[config.mk]
export PLATFORM = sky130hd
export DESIGN_NAME = mem_arbiter
export DESIGN_NICKNAME = d
export VERILOG_FILES = /design/src/rtl/mem_arbiter.sv
export SDC_FILE = /design/constraint.sdc
export NUM_CORES = 1
export LEC_CHECK = 0
export ABC_AREA = 1
export BUFFER_PORTS_ARGS = -buffer_cell sky130_fd_sc_hd__buf_2
export CAP_MARGIN = 20
export CORE_AREA = 5 5 167 169
export DETAILED_ROUTE_END_ITERATION = 7
export DIE_AREA = 0 0 172 174
export GPL_ROUTABILITY_DRIVEN = 0
export GPL_TIMING_DRIVEN = 0
export PLACE_DENSITY = 0.48
export SYNTH_ARGS = -nofsm -noshare
export SYNTH_HDL_FRONTEND = slang
export SYNTH_SLANG_ARGS = --single-unit
[constraint.sdc]
create_clock -name CLK -period 3.9 [get_ports CLK]
set_input_delay 0.39 -clock CLK [delete_from_list [all_inputs] [get_ports CLK]]
set_output_delay 0.39 -clock CLK [all_outputs]
set_load 0.02 [all_outputs]
[src/rtl/mem_arbiter.sv]
// mem_arbiter
//   Registered round-robin arbiter between CPUS instruction/data cache pairs
//   and a single-ported RAM. In IDLE one requesting channel is picked
//   (round-robin over CPUs, data ahead of instruction within a CPU). The
//   grant is then held until the RAM answers ACCESS or the owner withdraws.
//
// Ports
//   CLK, nRST              clock (rising edge), async active-low reset
//   iREN/iaddr             per-CPU instruction read request and address
//   iwait/iload            per-CPU instruction wait and read data
//   dREN/dWEN/daddr/dstore per-CPU data read/write request, address, data
//   dwait/dload            per-CPU data wait and read data
//   ramstate/ramload       RAM status (FREE/BUSY/ACCESS/ERROR) and read data
//   ramREN/ramWEN          RAM read/write enables
//   ramaddr/ramstore       RAM address and write data
module mem_arbiter #(
  parameter int CPUS = 2,
  parameter int AW   = 32,
  parameter int DW   = 32
) (
  input  logic                     CLK,
  input  logic                     nRST,
  input  logic [CPUS-1:0]          iREN,
  input  logic [CPUS-1:0][AW-1:0]  iaddr,
  output logic [CPUS-1:0]          iwait,
  output logic [CPUS-1:0][DW-1:0]  iload,
  input  logic [CPUS-1:0]          dREN,
  input  logic [CPUS-1:0]          dWEN,
  input  logic [CPUS-1:0][AW-1:0]  daddr,
  input  logic [CPUS-1:0][DW-1:0]  dstore,
  output logic [CPUS-1:0]          dwait,
  output logic [CPUS-1:0][DW-1:0]  dload,
  input  logic [1:0]               ramstate,
  input  logic [DW-1:0]            ramload,
  output logic                     ramREN,
  output logic                     ramWEN,
  output logic [AW-1:0]            ramaddr,
  output logic [DW-1:0]            ramstore
);

  localparam int OW = (CPUS > 1) ? $clog2(CPUS) : 1;
  localparam logic [1:0] RAM_ACCESS = 2'd2;

  typedef enum logic {IDLE, GRANT} state_t;

  state_t        state, statenext;
  logic [OW-1:0] owner, ownernext;
  logic [OW-1:0] rr_ptr, rrnext;
  logic          chan, channext;

  logic [CPUS-1:0] reqd, reqi;
  logic            found;
  logic [OW-1:0]   pickcpu;
  logic            pickchan;
  logic            ownerreq;
  logic            granted;
  logic [OW-1:0]   rrafter;

  assign reqd     = dREN | dWEN;
  assign reqi     = iREN;
  assign granted  = (state == GRANT);
  assign ownerreq = chan ? reqd[owner] : reqi[owner];
  // Pointer moves past the owner whether it completed or withdrew.
  assign rrafter  = (owner == OW'(CPUS - 1)) ? '0 : owner + 1'b1;

  // Round-robin scan starting at rr_ptr; first CPU with any request wins.
  always_comb begin
    logic [OW-1:0] idx;
    found    = 1'b0;
    pickcpu  = '0;
    pickchan = 1'b0;
    idx      = '0;
    for (int k = 0; k < CPUS; k++) begin
      idx = OW'((int'(rr_ptr) + k) % CPUS);
      if (!found && (reqd[idx] || reqi[idx])) begin
        found    = 1'b1;
        pickcpu  = idx;
        pickchan = reqd[idx];
      end
    end
  end

  // State register: async reset abandons any in-flight transaction.
  always_ff @(posedge CLK or negedge nRST) begin
    if (!nRST) begin
      state  <= IDLE;
      owner  <= '0;
      chan   <= 1'b0;
      rr_ptr <= '0;
    end else begin
      state  <= statenext;
      owner  <= ownernext;
      chan   <= channext;
      rr_ptr <= rrnext;
    end
  end

  // Next-state logic: latch the winner in IDLE, release on ACCESS or withdrawal.
  always_comb begin
    statenext = state;
    ownernext = owner;
    channext  = chan;
    rrnext    = rr_ptr;
    unique case (state)
      IDLE: begin
        if (found) begin
          statenext = GRANT;
          ownernext = pickcpu;
          channext  = pickchan;
        end
      end
      GRANT: begin
        if (!ownerreq || ramstate == RAM_ACCESS) begin
          statenext = IDLE;
          rrnext    = rrafter;
        end
      end
      default: statenext = IDLE;
    endcase
  end

  // RAM drive: address/data pass through live; enables drop as soon as the
  // owner withdraws its request.
  always_comb begin
    ramREN   = 1'b0;
    ramWEN   = 1'b0;
    ramaddr  = '0;
    ramstore = '0;
    if (granted) begin
      if (chan) begin
        ramaddr = daddr[owner];
        if (dWEN[owner]) begin
          ramWEN   = ownerreq;
          ramstore = dstore[owner];
        end else begin
          ramREN = ownerreq;
        end
      end else begin
        ramaddr = iaddr[owner];
        ramREN  = ownerreq;
      end
    end
  end

  // Waits follow the request except in the owner's ACCESS cycle.
  for (genvar i = 0; i < CPUS; i++) begin : g_cpu
    logic ownsnow;
    assign ownsnow  = granted && (owner == OW'(i)) && (ramstate == RAM_ACCESS);
    assign iwait[i] = iREN[i] & ~(ownsnow & ~chan);
    assign dwait[i] = reqd[i] & ~(ownsnow & chan);
    assign iload[i] = ramload;
    assign dload[i] = ramload;
  end

endmodule

Yosys cells after proc, flatten, opt, wreduce, memory -nomap -nowiden:

Cells that the tools add are included.
Widths: inputs -> output; s select.

* register bits: 4
* bits of input ports: 234

* $add $sub $neg: 2
* $lt $le $gt $ge: 3
* equality and inequality tests: 1
* mux-type cells: 42
* bitwise gates (word level): 16
* reduce and logical (&&, ||, !) cells: 12

Operators by type and width (count)
* $mux 32: 11
* $mux 1: 30
* $and 1x1->1: 8
* $not 1->1: 7
* $lt 1x2->1 const B: 3
* $logic_and 1x1->1: 5
* $reduce_and 2->1: 2
* $logic_or 1x1->1: 3
* $add 1x1->1 const B: 2
* $eq 2x2->1 const B: 1
* $logic_not 1->1: 2
* $or 2x2->2: 1
* $pmux 1 s2: 1

Depth between registers and ports, before layout:

Gate-level depths: netlist (run 1).

* depth in word-level cells: 10
* gate-level depth with buffers: 10

Worst setup path after synthesis (run 1):

No wires, ideal clock.

* path kind: flip-flop to output port
* start point: reg owner
* end point: out ramREN
* arrival: 1.320 ns
* data required time: 3.510 ns
* path slack: 2.190 ns
* cell stages (with the launch flop): 7
* path buffers: 1
* cell sequence: dfrtp_1 -> inv_2 -> buf_6 -> nor2_1 -> o21ai_0 -> nand2_1 -> nor3_1

* longest elaborated chain between the ends: 6

Ends and longest elaborated chain
* from (decl): RTL line 47 `logic [OW-1:0] owner, ownernext;`
* from (signal assigned): RTL line 92 `owner <= ownernext;`
* $mux 1 (implied by the code) (2 in a row): RTL line 62 `assign ownerreq = chan ? reqd[owner] : reqi[owner];`
* $mux 1: RTL line 62
* $mux 1: RTL line 132 `if (dWEN[owner]) begin`
* $mux 1 (*): RTL line 130 `if (chan) begin`
* $mux 1 (*): RTL line 129 `if (granted) begin`
* to (decl): RTL line 35 `output logic ramREN,`

Every way passes the cells marked *; elsewhere a longest branch is shown, timed or not. The select of a mux whose other input is x is not followed.

Worst setup path in the final report (run 1):

* start point: reg state, in the netlist granted
* end point: out ramaddr[16]

* longest elaborated chain between the ends: 1

Ends and longest elaborated chain
* from (decl): RTL line 46 `state_t state, statenext;`
* from (signal assigned): RTL line 91 `state <= statenext;`
* $mux 32: RTL line 129
* to (decl): RTL line 37 `output logic [AW-1:0] ramaddr,`

Every way passes these cells.

==> results.py, run 1 <==
metrics = {
    "run_status": {
        "status": "completed",
    },
    "worst_setup_path": {
        "endpoint_kind": "output pin",
        "cp.arrival_ns": 2.20,
        "slowest_stage": "clkbuf_1",
        "crit_type": "reg -> out",
        "worstPathMaxFanout": 10,
        "crit_chain": "inv_1 > clkbuf_1 > clkbuf_1 > a21oi_1 > buf_2",
        "cpMostUsedCell": "clkbuf_1",
        "cp-start-kind": "flip-flop",
        "cp.required_ns": 3.51,
        "reg2reg_depth": 5,
        "critPathMaxStageDelay_ns": 0.64,
    },
    "clock_network": {
        "cts-root-buf": "clkbuf_16",
        "cts_tree": "yes",
        "post_cts_resized": 0,
        "cts_buffers": 3,
        "htreeDepth": 1,
        "clk_pin_slew_worst_paths_ns": 0.03,
        "cts.path.max_buffers": 2,
        "cts_sinks": 4,
        "clk_latency_ns": 0.22,
    },
    "floorplanning": {
        "die_w_um": 172,
        "fp.dieH_um": 174,
        "core_area_um2": 26430,
        "num_rows": 60,
        "initial_utilization": 0.1139,
        "die_area_um2": 29930,
        "io_pins": 432,
    },
    "pwr": {
        "p_sw_mw": 1.919,
        "combPwrFrac": 0.922,
        "switching_share": 0.6377,
        "seqPwrFrac": 0.025,
        "powerDensity_nw_per_um2": 545.0,
        "p_leak_nw": 3.181,
        "internal_power_mw": 1.090,
        "p_clk_frac": 0.053,
        "ir_worst_vdd_uv": 149.4,
    },
    "cells_and_area": {
        "final_cell_mix": "buf_2 (411), nor2_1 (136), buf_4 (129)",
        "fin_nets": 1197,
        "area_delta_synth_final_pct": 83.42,
        "drive_above_1_share": 0.6046,
        "instances_no_fill": 1303,
        "fin_util": 0.2089,
        "layout_commonest_cell": "buf_2",
    },
    "sta": {
        "setup_tns_ns": 0,
        "maxSlewViolCount": 0,
        "hold_viol_final": 0,
        "clock.fmax_mhz": 386.8,
        "setup_viol": 0,
        "min_period_ns": 2.585,
        "fin_worst_hold_slack_ns": 0.5080,
        "maxSlewHeadroom": 0.4395,
        "rsz0062_at_grt": "no",
        "fin_crit_sh": 0.6629,
        "finClkSkew_ns": 0.001413,
        "worstMarginPinSlew_ns": 0.8407,
    },
    "logic_synthesis": {
        "ys_seq_area_frac": 0.03325,
        "ys_ff_latch": 4,
        "yosysUniqueCellTypes": 18,
        "synth.avg_cell_area_um2": 5.395,
        "syn-cell-area_um2": 3010,
        "syn-instance-count": 558,
        "synth_nets": 792,
        "synth_warnings": 0,
    },
    "flow_run": {
        "drv_cap": 0,
    },
    "routing": {
        "vias_per_cell": 3.675,
        "first_pass_iters": 4,
        "wire_per_inst_um": 14.29,
        "drc_errors": 0,
        "wirelength_mm": 18.62,
        "drtAntennaViolNets": 0,
        "vias": 4788,
        "drt_iter0_drc": 176,
    },
    "place": {
        "io_buffers": 399,
        "hpwl_mm": 16.15,
        "place_inst": 1298,
    },
    "global_routing": {
        "grt_overflow": 0,
        "grt_max_degree": 11,
        "grt_pass1_wl_mm": 26.25,
        "antenna_found_initial": 4,
        "grt_usage": 0.1117,
        "grt_pass1_vias": 4609,
    },
    "hold_path": {
        "hold_path_class": "in -> async",
    },
}
per-layer routing:
layer	wire [um]	track usage
met5	41	0
met4	239	0.01933
met3	1814	0.02502
met2	9340	0.2080
met1	7186	0.1306
cell type report:
cell class | instances | area (um^2)
clock buffers | 3 | 75.07
plain buffers | 165 | 1149
multi-input cells | 374 | 1705
well taps | 341 | 426.7
flip-flops and latches | 4 | 100.1
diodes | 1 | 2.502
inverters | 15 | 56.30
fillers | 3121 | 20900
repair buffers | 400 | 2007
synth_stat cells (all sizes together):
cell type / number / area share
a211oi: 1 / 0.0042
a21oi: 64 / 0.14
buf: 145 / 0.36
clkbuf: 20 / 0.025
dfrtp: 4 / 0.033
inv: 15 / 0.019
nand2: 94 / 0.12
nand3: 4 / 0.0067
nor2: 136 / 0.17
nor3: 1 / 0.0017
o21ai: 72 / 0.12
o22ai: 1 / 0.0021
or2: 1 / 0.0021
repair_timing:
item,4_1_cts,5_1_grt
setup buffers,0,0
endpoints found under the setup margin,0,0
hold buffers,1,0
hold endpoints to repair,4,0
cells by family (layout without fill, tap and decap cells):
logic type / Yosys count / count (layout) / synth area share
AOI/OAI and AO/OA: 138 / 138 / 0.2685
buffers and inverters: 180 / 583 / 0.4003
DFF: 4 / 4 / 0.03325
other: 0 / 1 / 0
and+or+nand+nor: 236 / 236 / 0.2980
state kept, by name, indices dropped and copies added (netlist names):
| name | count |
|---|---|
| chan | 1 |
| granted | 1 |
| owner | 1 |
| rr_ptr | 1 |
worst max-delay path, delay by kind of cell, from the launching register on:
family / cells / cell delay [ns]
buffers and inverters: 4 / 1.40
flip-flops: 1 / 0.41
AO/OA/AOI/OAI: 1 / 0.15
power by group through the flow:
stage          registers [mW]  logic (mW)  clock network, mW
2_1_floorplan          0.0729        1.81                  0
3_5_place_dp           0.0752        2.86                  0
4_1_cts                0.0748        2.87              0.162
3_3_place_gp           0.0749        2.85                  0
5_1_grt                0.0765        3.09              0.165
6_report               0.0747        2.78              0.159
path summary, 6_finish.rpt:
| check | start | endpoint | slack, ns |
|---|---|---|---|
| worst max register to register | granted | chan | 2.28 |
| worst max-delay path | granted | ramaddr[16] | 1.31 |
| worst min-delay path | nRST | rr_ptr | 0.51 |
| min in group CLK | granted | rr_ptr | 0.60 |
| worst min register to register | granted | rr_ptr | 0.60 |
| max in group asynchronous | nRST | owner | 3.27 |
per-stage QoR:
stage,power [mW],setup slack [ns],cell area [um^2]
finish,3.009,1.315,5522
global route,3.328,1.096,5522
global placement,2.923,1.370,5434
detailed placement,2.933,1.368,5434
CTS,3.104,1.125,5519
floorplan,1.882,2.190,3010
Note: power is estimated with default switching activity, not from simulation.
==> run 2: changes to the inputs <==
ABC_AREA = 0   (was 1)
CORE_AREA = 5 5 163 165   (was 5 5 167 169)
DIE_AREA = 0 0 168 170   (was 0 0 172 174)
PLACE_DENSITY = 0.49   (was 0.48)
clock period = 2.5 ns   (was 3.9 ns; I/O delays follow)
==> run 2 against run 1 <==
Effect of this change:
- cell count down 19%
- sequential share of layout area up 0.056 points
- combinational power up 33%
- critical path depth up 2
- die area down 4.6%
- first-iteration DRC count down 59%
- synthesized cell count down 42%
- clock skew down 0.00079 ns
- flip-flop and latch count unchanged
- critical endpoint is now ramstore[12]
- largest cell class unchanged
- highest routed layer is now met4
==> results.py, run 2 <==
metrics = {
    "run_status": {
        "status": "completed",
    },
    "sta": {
        "maxSlewViolCount": 0,
        "hold_viol_final": 0,
        "fin_crit_sh": 0.8426,
        "setup_tns_ns": 0,
        "maxSlewHeadroom": 0.6171,
        "finClkSkew_ns": 0.0006215,
        "rsz0062_at_grt": "no",
        "setup_viol": 0,
        "min_period_ns": 2.107,
        "clock.fmax_mhz": 474.7,
        "worstMarginPinSlew_ns": 0.5744,
        "fin_worst_hold_slack_ns": 0.4077,
    },
    "clock_network": {
        "cts_hold_buf": 1,
        "htreeDepth": 1,
        "clk_latency_ns": 0.23,
        "cts_tree": "yes",
        "postCtsSetupBuffers": 0,
        "cts.path.max_buffers": 2,
        "cts_buffers": 3,
        "clk_pin_slew_worst_paths_ns": 0.03,
        "cts_sinks": 4,
        "post_cts_resized": 0,
        "cts-root-buf": "clkbuf_16",
    },
    "logic_synthesis": {
        "syn-instance-count": 321,
        "ys_ff_latch": 4,
        "synth.top_cell.area_share": 0.3365,
        "synth_warnings": 0,
        "async_flop_share": 1.000,
        "synth_nets": 555,
        "yosysMostFrequentCell": "buf_4",
        "ys_seq_area_frac": 0.03506,
        "synth_area_leaders": "buf_4 (34%), mux4_2 (25%), mux2i_1 (11%)",
        "synth-edff-count": 0,
        "synth_top_cell_by_area": "buf_4",
        "synthFlopType": "dfrtp_1",
        "syn-cell-area_um2": 2855,
        "synth.avg_cell_area_um2": 8.895,
        "synth_common_cells": "buf_4 (128), nor2_1 (37), and2_1 (32), mux2i_1 (32), mux4_2 (32)",
        "yosysUniqueCellTypes": 29,
    },
    "worst_setup_path": {
        "cp.required_ns": 2.25,
        "cpMostUsedCell": "buf_6",
        "cp.arrival_ns": 1.86,
        "critPathMaxStageDelay_ns": 0.36,
        "crit_start": "owner",
        "cp-start-kind": "flip-flop",
        "r2r_setup_slack_ns": 0.96,
        "crit_type": "reg -> out",
        "r2r_start": "chan",
        "worstPathMaxFanout": 10,
        "slowest_stage": "dfrtp_1",
        "endpoint_kind": "output pin",
        "crit_chain": "buf_6 > buf_12 > mux2_4 > nand3_4 > buf_6 > nor2_1 > buf_2",
    },
    "cells_and_area": {
        "final_cell_mix": "buf_2 (404), buf_4 (128), nor2_1 (37)",
        "fin_nets": 960,
        "drive_above_1_share": 0.8011,
        "layout_commonest_cell": "buf_2",
        "area_delta_synth_final_pct": 87.55,
    },
    "pwr": {
        "powerDensity_nw_per_um2": 763.0,
        "ir_worst_vdd_uv": 396.6,
        "p_leak_nw": 3.024,
    },
    "global_routing": {
        "grt_usage": 0.09513,
        "antenna_found_initial": 2,
        "grt_pass1_wl_mm": 21.49,
        "grt_overflow": 0,
        "grt_max_degree": 11,
        "grt_pass1_vias": 3947,
    },
    "routing": {
        "wirelength_mm": 15.27,
        "wire_per_inst_um": 14.46,
        "drtAntennaViolNets": 0,
        "vias_per_cell": 3.486,
        "drt_iter0_drc": 72,
        "first_pass_iters": 4,
        "vias": 3681,
        "drc_errors": 0,
    },
    "floorplanning": {
        "die_w_um": 168,
        "num_rows": 58,
        "die_area_um2": 28560,
        "initial_utilization": 0.1147,
        "io_pins": 432,
        "fp.dieH_um": 170,
        "core_area_um2": 24890,
    },
    "hold_path": {
        "hold_path_class": "in -> async",
    },
    "flow_run": {
        "drv_cap": 0,
    },
    "place": {
        "hpwl_mm": 13.99,
        "io_buffers": 399,
    },
}
==> run 2: changes by cell type in the layout (fill, tap and decap cells not counted), moves of 16 or more <==
cell,change
a21oi_2,-29
nor2_1,-99
nand2_1,-91
clkbuf_1,-16
and2_1,+32
mux4_2,+32
a21oi_1,-30
mux2i_1,+32
o21ai_0,-70
==> run 2: where the power goes <==
group          internal, mW  leakage, nW  switching [mW]
clock                 0.205       0.0370          0.0512
sequential           0.0984       0.0465          0.0354
combinational          1.69         2.94            2.01
==> run 2: kinds of logic (layout without fill, tap and decap cells) <==
family	count (synthesis)	count (layout)	synth area share
flops	4	4	0.03506
compound gates	18	18	0.04207
other cells	0	2	0
buf+inv	156	559	0.4110
simple gates	78	78	0.1420
mux	65	65	0.3699
==> run 2: worst max-delay path, delay by kind of cell (launching register included) <==
family                 cells  cell delay (ns)
buffers and inverters      4             0.70
DFF                        1             0.36
muxes                      1             0.21
and+or+nand+nor            2             0.36
==> run 2: cell type report <==
type	count	area, um^2
repair buffers	400	2007
fillers	2829	19540
inverters	8	30.03
plain buffers	148	1144
well taps	330	412.9
clock buffers	3	75.07
diodes	2	5.005
multi-input cells	161	1582
flip-flops and latches	4	100.1
==> run 2: worst paths after layout <==
check | to | cells after the start
setup / recovery | ramstore[12] | 7
hold / removal | owner | 2
setup reg to reg | rr_ptr | 4
hold reg to reg | rr_ptr | 2
max in group asynchronous | granted | 2
min in group CLK | granted | 3
==> run 2: metrics by stage <==
stage / cell area (um^2) / worst slack [ns] / util / cells / power [mW]
after floorplan: 2855 / 0.8598 / - / 321 / 2.760
after global placement: 5265 / 0.4980 / 0.2115 / 1050 / 3.930
after detailed placement: 5265 / 0.5678 / 0.2115 / 1050 / 3.931
after CTS: 5350 / 0.3175 / 0.2149 / 1054 / 4.200
after global routing: 5355 / 0.1809 / 0.2151 / 1056 / 4.399
final: 5355 / 0.3935 / 0.2151 / 1056 / 4.086
==> run 2: layer usage <==
layer	part of all wire	track usage
met4	0.010	0.02223
met1	0.33	0.09675
met3	0.096	0.02114
met2	0.56	0.1948
met5	0	0
==> run 3: changes to the inputs <==
clock period = 2 ns   (was 2.5 ns; I/O delays follow)
==> run 3 against run 2 <==
Effect of this change:
- clock-buffer cell count is the same
- largest cell class unchanged
- sequential power is 25% higher
- cell count up 0.57%
- largest power group unchanged
- flip-flop and latch count did not move
- critical path type unchanged
- core utilization increased by 0.87 points
- sequential share of layout area is 0.073 points lower
- global-route usage grew 0.083 points
- hold slack worse by 0.053 ns
- combinational power increased by 35%
- die area stayed put
- register-to-register slack lost 0.43 ns
==> results.py, run 3 (same netlist as run 2, synthesis figures left out) <==
metrics = {
    "sta": {
        "min_period_ns": 1.984,
        "worstMarginPinSlew_ns": 0.4874,
        "setup_viol": 0,
        "clock.fmax_mhz": 504.1,
        "fin_worst_hold_slack_ns": 0.3547,
        "hold_viol_final": 0,
        "rsz0062_at_grt": "yes",
        "finClkSkew_ns": 0.0005555,
        "maxSlewViolCount": 0,
        "fin_crit_sh": 0.9918,
        "maxSlewHeadroom": 0.6744,
    },
    "routing": {
        "drc_errors": 0,
        "wirelength_mm": 15.42,
        "wl_met3_mm": 1.442,
        "wl_met2_mm": 8.637,
        "highest_layer": "met4",
        "drt_iter0_drc": 92,
        "wire_per_inst_um": 14.52,
        "drtAntennaViolNets": 0,
        "first_pass_iters": 4,
        "vias_per_cell": 3.509,
        "vias": 3727,
        "drt-met1-wl_mm": 5.170,
    },
    "worst_setup_path": {
        "crit_type": "reg -> out",
        "cp.arrival_ns": 1.78,
        "endpoint_kind": "output pin",
        "crit_chain": "buf_6 > buf_12 > mux2_4 > nand3_4 > buf_8 > buf_6 > nor2_1 > buf_4",
        "cp.required_ns": 1.80,
        "crit_start": "owner",
        "worstPathMaxFanout": 6,
        "r2r_start": "owner",
        "cp-start-kind": "flip-flop",
        "critPathMaxStageDelay_ns": 0.36,
        "cpMostUsedCell": "buf_6",
        "worst_path_dominant_cell_family": "buffers and inverters",
        "slowest_stage": "dfrtp_1",
        "path_buf_inv": 5,
    },
    "cells_and_area": {
        "fin_nets": 966,
        "layout_commonest_cell": "buf_2",
        "area_delta_synth_final_pct": 95.14,
        "fillers": 2815,
        "drive_above_1_share": 0.8219,
        "final_cell_mix": "buf_2 (388), buf_4 (141), mux4_2 (32)",
        "fin_area_um2": 5572,
        "instances_no_fill": 1062,
    },
    "pwr": {
        "powerDensity_nw_per_um2": 984.8,
        "ir_worst_vdd_uv": 492.4,
        "p_leak_nw": 3.090,
    },
    "place": {
        "hpwl_mm": 13.99,
        "postPlaceCellArea_um2": 5265,
        "io_buffers": 399,
        "place_inst": 1050,
    },
    "clock_network": {
        "clk_latency_ns": 0.23,
        "cts.path.max_buffers": 2,
        "cts_buffers": 3,
        "cts-root-buf": "clkbuf_16",
        "clk_pin_slew_worst_paths_ns": 0.03,
        "htreeDepth": 1,
        "cts_tree": "yes",
        "cts_sinks": 4,
    },
    "floorplanning": {
        "initial_utilization": 0.1147,
        "io_pins": 432,
        "num_rows": 58,
        "core_area_um2": 24890,
        "die_area_um2": 28560,
        "die_w_um": 168,
        "fp.dieH_um": 170,
    },
    "run_status": {
        "status": "completed",
    },
    "global_routing": {
        "antenna_found_initial": 2,
        "grt_max_degree": 11,
        "grt_overflow": 0,
        "grt_pass1_wl_mm": 21.70,
        "grt_pass1_vias": 3999,
        "grt_usage": 0.09596,
    },
    "flow_run": {
        "drv_cap": 0,
    },
    "hold_path": {
        "hold_path_class": "in -> reg",
        "hp-start": "dREN[1]",
    },
}
==> run 3: changes by cell type in the layout (fill, tap and decap cells not counted), sizes merged <==
cell	delta
clkbuf	+1
buf	+5
==> run 3: repair_timing <==
action	CTS	global route
hold buffers	1	0
setup endpoints to repair	30	29
buffers inserted	4	2
hold endpoints to repair	4	0
pin swaps	2	2
gates resized for setup	27	23
==> run 3: final timing paths <==
check | end | slack [ns] | depth (start not counted)
hold reg to reg | rr_ptr | 0.59 | 2
max in group asynchronous | chan | 1.52 | 2
setup reg to reg | rr_ptr | 0.53 | 6
setup / recovery | ramstore[18] | 0.02 | 8
hold / removal | granted | 0.35 | 3
min in group asynchronous | granted | 0.36 | 2
==> run 3: power by group <==
part           internal (mW)  switching (mW)
clock                  0.256          0.0645
sequential             0.123          0.0449
combinational           2.38            2.62
==> run 3: stage by stage <==
| step | TNS (ns) | util | setup WS, ns | power, mW |
|---|---|---|---|---|
| 6_report | 0 | 0.2238 | 0.01643 | 5.487 |
| 5_1_grt | -0.3966 | 0.2238 | -0.05757 | 5.880 |
| 4_1_cts | -0.3922 | 0.2198 | -0.07098 | 5.439 |
| 3_5_place_dp | 0 | 0.2115 | 0.1178 | 4.913 |
| 3_3_place_gp | 0 | 0.2115 | 0.04803 | 4.912 |
| 2_1_floorplan | 0 | - | 0.4098 | 3.450 |
==> run 3: final cells by class <==
class | count | area, um^2 | share of cell area
multi-input cells | 161 | 1635 | 0.2935
diodes | 2 | 5.005 | 0.0008983
plain buffers | 148 | 1175 | 0.2109
flip-flops and latches | 4 | 100.1 | 0.01797
clock buffers | 3 | 75.07 | 0.01347
repair buffers | 406 | 2138 | 0.3838
inverters | 8 | 30.03 | 0.005390
well taps | 330 | 412.9 | 0.07411
==> run 3: tightest hold or removal path, stage by stage <==
cell	delay [ns]
buf_2	0.10
nor3_1	0.07
a31oi_1	0.16
==> run 3: per-layer routing <==
metal	vias up	global-route usage
li1	1804	-
met1	1668	0.09647
met2	246	0.1972
met3	9	0.02137
met4	0	0.02364
met5	-	0
